[config.mk]
export PLATFORM = sky130hd
export DESIGN_NAME = dmem_arbiter_flat
export DESIGN_NICKNAME = d
export VERILOG_FILES = /design/src/rtl/dmem_arbiter_if.sv /design/src/rtl/dmem_arbiter.sv /design/src/flat_wrapper.sv
export SDC_FILE = /design/constraint.sdc
export NUM_CORES = 1
export LEC_CHECK = 0
export ABC_CLOCK_PERIOD_IN_PS = 7900
export BUFFER_PORTS_ARGS = -buffer_cell sky130_fd_sc_hd__clkbuf_2
export CAP_MARGIN = 20
export CORE_AREA = 2 2 94 96
export DETAILED_ROUTE_END_ITERATION = 16
export DIE_AREA = 0 0 96 98
export PLACE_DENSITY = 0.81
export SLEW_MARGIN = 5
export SYNTH_ARGS = -nofsm -noshare
export SYNTH_HDL_FRONTEND = slang
export SYNTH_SLANG_ARGS = --single-unit
[constraint.sdc]
create_clock -name clk -period 7.9 [get_ports clk]
set_clock_uncertainty 0.15 [all_clocks]
set_input_delay 2.37 -clock clk [delete_from_list [all_inputs] [get_ports clk]]
set_output_delay 2.37 -clock clk [all_outputs]
set_load 0.005 [all_outputs]
[src/rtl/dmem_arbiter_if.sv]
// Bus bundle between the two data-memory requesters, the arbiter and the single-port memory.
// The slave modport is the arbiter's view; master is the requester/memory side.
interface dmem_arbiter_if #(
    parameter int unsigned PROG_WIDTH = 10
);
    logic                  req0;
    logic                  we0;
    logic [1:0]            ctrl_store0;
    logic [PROG_WIDTH-1:0] addr0;
    logic [31:0]           wdata0;
    logic                  lock0;
    logic                  gnt0;
    logic                  rvalid0;
    logic [31:0]           rdata0;

    logic                  req1;
    logic                  we1;
    logic [1:0]            ctrl_store1;
    logic [PROG_WIDTH-1:0] addr1;
    logic [31:0]           wdata1;
    logic                  lock1;
    logic                  gnt1;
    logic                  rvalid1;
    logic [31:0]           rdata1;

    logic                  mem_we;
    logic [1:0]            mem_ctrl;
    logic [PROG_WIDTH-1:0] mem_A;
    logic [31:0]           mem_WD;
    logic [31:0]           mem_data_out;

    modport slave (
        input  req0, we0, ctrl_store0, addr0, wdata0, lock0,
        input  req1, we1, ctrl_store1, addr1, wdata1, lock1,
        output gnt0, rvalid0, rdata0,
        output gnt1, rvalid1, rdata1,
        output mem_we, mem_ctrl, mem_A, mem_WD,
        input  mem_data_out
    );

    modport master (
        output req0, we0, ctrl_store0, addr0, wdata0, lock0,
        output req1, we1, ctrl_store1, addr1, wdata1, lock1,
        input  gnt0, rvalid0, rdata0,
        input  gnt1, rvalid1, rdata1,
        input  mem_we, mem_ctrl, mem_A, mem_WD,
        output mem_data_out
    );
endinterface

[src/rtl/dmem_arbiter.sv]
// Round-robin arbiter sharing the data memory between the core (port 0) and the loader (port 1),
// with a bounded lock for bursts and registered read-data return.
module dmem_arbiter #(
    parameter int unsigned PROG_WIDTH = 10,
    parameter int unsigned MAX_BURST  = 4
) (
    input  logic           clk,
    input  logic           rst,
    dmem_arbiter_if.slave  bus_io
);
    localparam logic [3:0] MaxCnt = 4'(MAX_BURST);

    logic        last_gnt_q, last_gnt_d;
    logic        owner_q, owner_d;
    logic        owner_valid_q, owner_valid_d;
    logic [3:0]  burst_cnt_q, burst_cnt_d;
    logic        rvalid0_q, rvalid0_d, rvalid1_q, rvalid1_d;
    logic [31:0] rdata0_q, rdata0_d, rdata1_q, rdata1_d;

    logic gnt0, gnt1, granted, lock_hold, win_lock;

    always_comb begin
        gnt0      = 1'b0;
        gnt1      = 1'b0;
        lock_hold = owner_valid_q && (owner_q ? bus_io.lock1 : bus_io.lock0) &&
                    (burst_cnt_q < MaxCnt);
        if (!rst) begin
            if (bus_io.req0 && !bus_io.req1) begin
                gnt0 = 1'b1;
            end else if (bus_io.req1 && !bus_io.req0) begin
                gnt1 = 1'b1;
            end else if (bus_io.req0 && bus_io.req1) begin
                // Lock wins until the burst budget runs out, then plain round-robin.
                if (lock_hold) begin
                    gnt1 = owner_q;
                end else begin
                    gnt1 = ~last_gnt_q;
                end
                gnt0 = ~gnt1;
            end
        end
        granted  = gnt0 | gnt1;
        win_lock = gnt1 ? bus_io.lock1 : bus_io.lock0;
    end

    always_comb begin
        bus_io.mem_we   = 1'b0;
        bus_io.mem_ctrl = 2'b00;
        bus_io.mem_A    = {PROG_WIDTH{1'b0}};
        bus_io.mem_WD   = 32'h0;
        if (gnt0) begin
            bus_io.mem_we   = bus_io.we0;
            bus_io.mem_ctrl = bus_io.ctrl_store0;
            bus_io.mem_A    = bus_io.addr0;
            bus_io.mem_WD   = bus_io.wdata0;
        end else if (gnt1) begin
            bus_io.mem_we   = bus_io.we1;
            bus_io.mem_ctrl = bus_io.ctrl_store1;
            bus_io.mem_A    = bus_io.addr1;
            bus_io.mem_WD   = bus_io.wdata1;
        end
    end

    always_comb begin
        last_gnt_d    = granted ? gnt1 : last_gnt_q;
        owner_d       = owner_q;
        owner_valid_d = 1'b0;
        burst_cnt_d   = 4'd0;
        if (granted && win_lock) begin
            owner_valid_d = 1'b1;
            if (owner_valid_q && (owner_q == gnt1)) begin
                burst_cnt_d = (burst_cnt_q < MaxCnt) ? burst_cnt_q + 4'd1 : MaxCnt;
            end else begin
                owner_d     = gnt1;
                burst_cnt_d = 4'd1;
            end
        end
        rvalid0_d = gnt0 & ~bus_io.we0;
        rvalid1_d = gnt1 & ~bus_io.we1;
        rdata0_d  = rvalid0_d ? bus_io.mem_data_out : rdata0_q;
        rdata1_d  = rvalid1_d ? bus_io.mem_data_out : rdata1_q;
    end

    always_ff @(posedge clk) begin
        if (rst) begin
            last_gnt_q    <= 1'b1;
            owner_q       <= 1'b0;
            owner_valid_q <= 1'b0;
            burst_cnt_q   <= 4'd0;
            rvalid0_q     <= 1'b0;
            rvalid1_q     <= 1'b0;
            rdata0_q      <= 32'h0;
            rdata1_q      <= 32'h0;
        end else begin
            last_gnt_q    <= last_gnt_d;
            owner_q       <= owner_d;
            owner_valid_q <= owner_valid_d;
            burst_cnt_q   <= burst_cnt_d;
            rvalid0_q     <= rvalid0_d;
            rvalid1_q     <= rvalid1_d;
            rdata0_q      <= rdata0_d;
            rdata1_q      <= rdata1_d;
        end
    end

    assign bus_io.gnt0    = gnt0;
    assign bus_io.gnt1    = gnt1;
    assign bus_io.rvalid0 = rvalid0_q;
    assign bus_io.rvalid1 = rvalid1_q;
    assign bus_io.rdata0  = rdata0_q;
    assign bus_io.rdata1  = rdata1_q;
endmodule
[src/flat_wrapper.sv]
// flat-port wrapper written by rule: the top's interface ports become plain ports
module dmem_arbiter_flat 
#(
    parameter int unsigned PROG_WIDTH = 10,
    parameter int unsigned MAX_BURST  = 4
)
  (clk, rst, bus_io_req0, bus_io_we0, bus_io_ctrl_store0, bus_io_addr0, bus_io_wdata0, bus_io_lock0, bus_io_req1, bus_io_we1, bus_io_ctrl_store1, bus_io_addr1, bus_io_wdata1, bus_io_lock1, bus_io_gnt0, bus_io_rvalid0, bus_io_rdata0, bus_io_gnt1, bus_io_rvalid1, bus_io_rdata1, bus_io_mem_we, bus_io_mem_ctrl, bus_io_mem_A, bus_io_mem_WD, bus_io_mem_data_out);
  dmem_arbiter_if #(.PROG_WIDTH(PROG_WIDTH)) bus_io_i ();
  input  logic clk;
  input  logic rst;
  input wire logic [$bits(bus_io_i.req0)-1:0] bus_io_req0;
  input wire logic [$bits(bus_io_i.we0)-1:0] bus_io_we0;
  input wire logic [$bits(bus_io_i.ctrl_store0)-1:0] bus_io_ctrl_store0;
  input wire logic [$bits(bus_io_i.addr0)-1:0] bus_io_addr0;
  input wire logic [$bits(bus_io_i.wdata0)-1:0] bus_io_wdata0;
  input wire logic [$bits(bus_io_i.lock0)-1:0] bus_io_lock0;
  input wire logic [$bits(bus_io_i.req1)-1:0] bus_io_req1;
  input wire logic [$bits(bus_io_i.we1)-1:0] bus_io_we1;
  input wire logic [$bits(bus_io_i.ctrl_store1)-1:0] bus_io_ctrl_store1;
  input wire logic [$bits(bus_io_i.addr1)-1:0] bus_io_addr1;
  input wire logic [$bits(bus_io_i.wdata1)-1:0] bus_io_wdata1;
  input wire logic [$bits(bus_io_i.lock1)-1:0] bus_io_lock1;
  output wire logic [$bits(bus_io_i.gnt0)-1:0] bus_io_gnt0;
  output wire logic [$bits(bus_io_i.rvalid0)-1:0] bus_io_rvalid0;
  output wire logic [$bits(bus_io_i.rdata0)-1:0] bus_io_rdata0;
  output wire logic [$bits(bus_io_i.gnt1)-1:0] bus_io_gnt1;
  output wire logic [$bits(bus_io_i.rvalid1)-1:0] bus_io_rvalid1;
  output wire logic [$bits(bus_io_i.rdata1)-1:0] bus_io_rdata1;
  output wire logic [$bits(bus_io_i.mem_we)-1:0] bus_io_mem_we;
  output wire logic [$bits(bus_io_i.mem_ctrl)-1:0] bus_io_mem_ctrl;
  output wire logic [$bits(bus_io_i.mem_A)-1:0] bus_io_mem_A;
  output wire logic [$bits(bus_io_i.mem_WD)-1:0] bus_io_mem_WD;
  input wire logic [$bits(bus_io_i.mem_data_out)-1:0] bus_io_mem_data_out;
  assign bus_io_i.req0 = bus_io_req0;
  assign bus_io_i.we0 = bus_io_we0;
  assign bus_io_i.ctrl_store0 = bus_io_ctrl_store0;
  assign bus_io_i.addr0 = bus_io_addr0;
  assign bus_io_i.wdata0 = bus_io_wdata0;
  assign bus_io_i.lock0 = bus_io_lock0;
  assign bus_io_i.req1 = bus_io_req1;
  assign bus_io_i.we1 = bus_io_we1;
  assign bus_io_i.ctrl_store1 = bus_io_ctrl_store1;
  assign bus_io_i.addr1 = bus_io_addr1;
  assign bus_io_i.wdata1 = bus_io_wdata1;
  assign bus_io_i.lock1 = bus_io_lock1;
  assign bus_io_gnt0 = bus_io_i.gnt0;
  assign bus_io_rvalid0 = bus_io_i.rvalid0;
  assign bus_io_rdata0 = bus_io_i.rdata0;
  assign bus_io_gnt1 = bus_io_i.gnt1;
  assign bus_io_rvalid1 = bus_io_i.rvalid1;
  assign bus_io_rdata1 = bus_io_i.rdata1;
  assign bus_io_mem_we = bus_io_i.mem_we;
  assign bus_io_mem_ctrl = bus_io_i.mem_ctrl;
  assign bus_io_mem_A = bus_io_i.mem_A;
  assign bus_io_mem_WD = bus_io_i.mem_WD;
  assign bus_io_i.mem_data_out = bus_io_mem_data_out;
  dmem_arbiter #(.PROG_WIDTH(PROG_WIDTH), .MAX_BURST(MAX_BURST)) u_core (.clk(clk), .rst(rst), .bus_io(bus_io_i));
endmodule
==> reports/metrics.csv, run 1 <==
stage,metric,value,unit
run_status,status,"complete, no violations",
routing,DR pass1 iterations,4,
synth,syn avg cell area,11.1,µm²
cts,clk root buf,clkbuf_8,
synth,YS warnings,0,
place,placed cell area,4580,µm²
setup_path,r2r setup slk,5310,ps
place,Port Buffer Count,240,
timing,fin crit period,6890,ps
synth,Cells after Synth,303,
global_route,vias in the first global route,3257,
timing,Final Hold Fails,0,
finish,Storage cell area,1460,µm²
global_route,maximum number of pins on one net before global-route repair,65,
setup_path,crit path DAT,4370,ps
cts,Max Buffers Root-to-Sink,2,
cts,clock slew at reported path FFs,80,ps
die,Initial Utilization,39.7,%
synth,Post-Syn Area,3360,µm²
finish,share of cells above drive strength 1,55.7,%
routing,WL per Instance,17.1,µm
cts,"Clk Latency, worst-skew pair",330,ps
die,Die Y,98,µm
routing,vias per std cell,5.00,
synth,Async SR Flop Fraction,0,%
die,Core Region,8470,µm²
cts,# hold bufs at CTS,0,
place,hpwl dp,8840,µm
place,# placed instances,630,
setup_path,worst endpoint required time,5380,ps
timing,final setup fails,0,
timing,final setup TNS,0,ps
timing,RSZ-0062 raised after global routing,false,
cts,CTS tree,built,
synth,Synth top area share,43.5,%
finish,fillers,756,
setup_path,Worst Reg-to-Reg Cells,7,
global_route,initial antenna violation count,0,
timing,maximum clock frequency,0.145,GHz
place,routability cong.,0.924,
worst_hold_path,Tightest Hold Check Type,reg -> reg,
timing,Least-Margin Pin Slew,927,ps
synth,cell with the most instances after synthesis,dfxtp_1,
routing,# DRC,0,
synth,sequential area share after synthesis,43.5,%
global_route,total global-route track usage,22.8,%
job,max-cap viol count,0,
synth,Area contributors post-synth,"dfxtp_1 (43%), mux2_4 (13%), a22o_1 (12%)",
cts,Sink Count,73,
synth,dominant cell type by area after synthesis,dfxtp_1,
die,Die Area,9410,µm²
setup_path,CP startpoint kind,input pin,
die,boundary pin count,241,
synth,Syn Nets,432,
synth,ys flop type,dfxtp_1,
global_route,total grt overflow,0,
cts,CTS buffer count,9,
pwr,pwr dens,175,nW/µm²
cts,H-tree depth,3,
finish,area delta synth->final,43.2,%
synth,Yosys cell types,31,
worst_hold_path,Cells on Worst Hold Path,1,
routing,DRT iter0 DRCs,109,
cts,post-CTS setup buffer count,0,
cts,# resized after CTS,0,
routing,Via Count,3240,
setup_path,Crit. End Element,output port,
finish,Finished Layout Cells,648,
pwr,Peak VDD IR,0.143,mV
routing,Final ANT Viol Nets,0,
synth,"EDFF count, synth",0,
finish,design area,4820,µm²
die,row count,34,
routing,"wirelength, routed",11100,µm
finish,multi-input logic area,1740,µm²
die,die width,96,µm
timing,slew margin rel.,38.2,%
synth,Yosys reg bits,73,
setup_path,critical path class,in -> out,
global_route,first-pass GRT wire length,16300,µm
timing,Tcrit/Tclk final,87.2,%
finish,Final #Nets,663,
synth,Post-synth top cells,"dfxtp_1 (73), a22o_1 (46), nor2_1 (34)",
timing,fin. max-slew vios,0,
pwr,leak pwr,2.78,nW
setup_path,worst-path fanout max,50,
per-layer routing:
layer  global-route usage, %  share of wire, %
met5                       0                 0
met4                    6.26               1.5
met1                    26.0                39
met3                    9.41                10
met2                    38.7                49
registers in the layout, indices dropped and copies added, names as in the netlist:
name,cells
u_core.last_gnt_q,1
u_core.bus_io.rdata0,32
u_core.burst_cnt_q,4
u_core.bus_io.rvalid1,1
u_core.owner_q,1
u_core.owner_valid_q,1
u_core.bus_io.rvalid0,1
u_core.bus_io.rdata1,32
critical path, cell delays in order:
cell and delay, ps:
clkbuf_2 110, mux2_2 290, a21oi_1 300, o21a_2 810
a22o_1 330, clkbuf_2 130
final cells by class:
class	instances	share of cell area, %
diodes	1	0.0520
multi-input cells	200	36.1
clock inverters	6	1.53
inverters	6	0.468
clock buffers	10	2.86
well taps	108	2.81
flip-flops and latches	73	30.3
repair buffers	244	25.8
final timing paths:
check | startpoint | end
min | u_core.owner_valid_q | u_core.burst_cnt_q[2]
max | bus_io_lock1 | bus_io_mem_ctrl[0]
max reg2reg | u_core.owner_valid_q | u_core.bus_io.rdata0[25]
min reg2reg | u_core.owner_valid_q | u_core.burst_cnt_q[2]
layout by cell type (no fill, tap or decap), types with 2 or more instances in the layout:
master	count
clkbuf_2	240
mux2_4	29
dfxtp_1	73
mux2_2	4
clkinv_4	2
inv_1	6
buf_4	3
a22o_1	46
a32o_1	2
nor2b_1	33
mux2i_1	32
nor2_1	34
inv_6	3
clkbuf_8	10
stage by stage:
step	utilization [%]	hold WS, ps	total power, mW	setup slack (ps)
after floorplan	-	291	0.471	1870
after global placement	54.1	303	0.544	1090
after detailed placement	54.1	314	0.547	1060
after CTS	56.6	331	0.853	1050
after global routing	56.9	350	0.882	878
final	56.9	325	0.844	1010
kinds of logic (layout without fill, tap and decap cells):
group,count (synthesis),after routing,share of synthesized area (%)
multiplexers,65,65,23.8
buffers and inverters,30,266,5.17
flip-flops,73,73,43.5
other,1,2,0.112
AND/OR/NAND/NOR,74,74,11.8
AO/OA/AOI/OAI,58,58,15.0
XOR/XNOR,1,1,0.261
adder cells (fa/ha/maj),1,1,0.372
power by group:
group          total [mW]  internal, mW  switching [mW]  leakage [nW]
clock network       0.304         0.159           0.145         0.108
logic               0.148        0.0807          0.0670          2.07
registers           0.392         0.384         0.00821         0.595
total               0.844         0.623           0.220          2.78
Power figures use the tool's default switching activity.
==> run 2: changes to the inputs <==
PLACE_DENSITY = unset   (was 0.81)
PLACE_DENSITY_LB_ADDON = 0.2   (was unset)
==> reports/metrics.csv, run 2 (synthesis gave the netlist of run 1 again) <==
stage,metric,value,unit,change
pwr,Net Sw Power,0.202,mW,-8.2%
global_route,vias in the first global route,3148,,-3.3%
finish,fillers,792,,+4.8%
cts,"Clk Latency, worst-skew pair",330,ps,about the same
timing,maximum clock frequency,0.150,GHz,+3.0%
worst_hold_path,HP Start,u_core.owner_valid_q,,
cts,H-tree depth,3,,unchanged
pwr,combinational power share,17.7,%,+0.2 points
cts,Max Buffers Root-to-Sink,2,,unchanged
die,Die Y,98,µm,unchanged
setup_path,Crit. End Element,output port,,
cts,CTS tree,built,,
setup_path,CP most frequent cell,clkbuf_2,,
finish,share of cells above drive strength 1,55.2,%,-0.45 points
finish,"commonest non-fill, non-tap cell in the layout",clkbuf_2,,
run_status,status,"complete, no violations",,
timing,RSZ-0062 raised after global routing,false,,
pwr,sw frac,24.8,%,-1.4 points
routing,WL per Instance,16.0,µm,-6.6%
cts,post-CTS setup buffer count,0,,unchanged
place,Port Buffer Count,240,,unchanged
worst_hold_path,hold-critical path endpoint,u_core.burst_cnt_q[2],,
timing,Final Hold Fails,0,,unchanged
pwr,Peak VDD IR,0.0977,mV,-32%
timing,final setup fails,0,,unchanged
routing,vias per std cell,4.90,,-2.0%
pwr,pwr dens,171,nW/µm²,-2.5%
setup_path,CP startpoint kind,input pin,,
cts,# resized after CTS,0,,unchanged
place,hpwl dp,8050,µm,-8.9%
pwr,clock network fraction of total power,34.3,%,-1.8 points
routing,Final ANT Viol Nets,0,,unchanged
die,boundary pin count,241,,unchanged
timing,Least-Margin Pin Slew,659,ps,-268 ps
place,routability cong.,0.821,,-11%
setup_path,"slowest stage cell, crit path",buf_4,,
setup_path,crit path DAT,4160,ps,-210 ps
pwr,leak pwr,2.76,nW,-0.66%
timing,fin crit period,6680,ps,-203 ps
setup_path,FF-to-FF Start,u_core.owner_q,,
place,pre-CTS setup slack,1210,ps,+149 ps
die,Die Area,9410,µm²,unchanged
global_route,maximum number of pins on one net before global-route repair,66,,+1.5%
worst_hold_path,Tightest Hold Check Type,reg -> reg,,
routing,DRT iter0 DRCs,155,,+42%
global_route,initial antenna violation count,2,,+2
setup_path,RR Endpoint,u_core.bus_io.rdata0[1],,
setup_path,worst-path fanout max,50,,unchanged
die,die width,96,µm,unchanged
timing,final setup TNS,0,ps,unchanged
timing,final setup margin,1220,ps,+203 ps
pwr,cell internal pwr,0.615,mW,-1.4%
timing,Tcrit/Tclk final,84.6,%,-2.6 points
worst_hold_path,Cells on Worst Hold Path,1,,unchanged
cts,clock slew at reported path FFs,70,ps,about the same
global_route,total global-route track usage,21.5,%,-1.2 points
routing,"wirelength, routed",10300,µm,-6.8%
cts,Sink Count,73,,unchanged
setup_path,r2r setup slk,5240,ps,-70 ps
routing,DR pass1 iterations,4,,unchanged
job,max-cap viol count,0,,unchanged
setup_path,crit-path max cell delay,420,ps,-390 ps
finish,Final #Nets,664,,+0.15%
setup_path,critical path class,in -> out,,
setup_path,worst endpoint required time,5380,ps,about the same
routing,Via Count,3171,,-2.1%
timing,fin. max-slew vios,0,,unchanged
global_route,first-pass GRT wire length,15600,µm,-4.5%
global_route,total grt overflow,0,,unchanged
routing,# DRC,0,,unchanged
die,Initial Utilization,39.7,%,unchanged
die,row count,34,,unchanged
finish,area delta synth->final,42.2,%,
cts,clk root buf,clkbuf_8,,
timing,slew margin rel.,56.1,%,+18 points
die,Core Region,8470,µm²,unchanged
cts,CTS buffer count,9,,unchanged
setup_path,Worst Reg-to-Reg Cells,7,,unchanged
finish,most frequent cells in the layout,"clkbuf_2 (240), dfxtp_1 (73), a22o_1 (46)",,
setup_path,CP Cell Sequence,clkbuf_2 -> mux2_2 -> a21oi_1 -> o21a_1 -> buf_4 -> a22o_1 -> clkbuf_2,,
pwr,Flop pwr share,47.9,%,+1.5 points
cts,# hold bufs at CTS,0,,unchanged
## run 2: changes by cell type in the layout (fill, tap and decap cells not counted), sizes merged
cell and delta:
clkbuf +1, buf +1, clkinvlp +1, inv -3
clkinv -1
## run 2: worst max path at each step
stage / start / endpoint / slack (ps) / depth (start not counted)
after floorplan: bus_io_lock1 / bus_io_mem_WD[13] / 1870 / 6
after global placement: bus_io_lock0 / bus_io_mem_we / 1220 / 7
after detailed placement: bus_io_lock0 / bus_io_mem_we / 1210 / 7
after CTS: bus_io_lock0 / bus_io_mem_we / 1190 / 7
after global routing: bus_io_lock0 / bus_io_mem_we / 1090 / 7
final: bus_io_lock0 / bus_io_mem_we / 1220 / 7
## run 2: metal layers
layer | share of wire (%) | track usage (%) | vias to the layer above
met5 | 0.27 | 0 | -
met4 | 2.0 | 7.58 | 4
met3 | 9.0 | 7.95 | 21
met2 | 48 | 34.6 | 140
met1 | 41 | 26.3 | 1469
li1 | - | - | 1537
## run 2: power by group through the flow
stage | Combinational [mW] | Clock (mW) | Sequential (mW)
2_1_floorplan | 0.0709 | 0 | 0.400
3_3_place_gp | 0.144 | 0 | 0.399
3_5_place_dp | 0.145 | 0 | 0.400
4_1_cts | 0.146 | 0.291 | 0.392
5_1_grt | 0.158 | 0.304 | 0.394
6_report | 0.145 | 0.280 | 0.392
## run 2: layout make-up
cell class	instances	area, µm²	share of cell area [%]
well taps	108	135	2.83
repair buffers	245	1240	25.9
clock inverters	3	42.5	0.890
clock buffers	11	141	2.96
flip-flops and latches	73	1460	30.6
diodes	1	2.50	0.0523
inverters	6	22.5	0.471
multi-input cells	200	1740	36.3
## run 2: stage by stage
step / total power, mW / cells / hold WS, ps / utilization [%] / area, µm²
2_1_floorplan: 0.471 / 303 / 291 / - / 3360
3_3_place_gp: 0.543 / 632 / 306 / 54.3 / 4600
3_5_place_dp: 0.545 / 632 / 311 / 54.3 / 4600
4_1_cts: 0.829 / 646 / 327 / 56.5 / 4780
5_1_grt: 0.856 / 646 / 345 / 56.5 / 4780
6_report: 0.817 / 647 / 325 / 56.5 / 4780
## run 2: worst max-delay path, delay by kind of cell
kind	cells	cell delay, ps
AO/OA/AOI/OAI	3	820
buffers and inverters	3	690
multiplexers	1	280
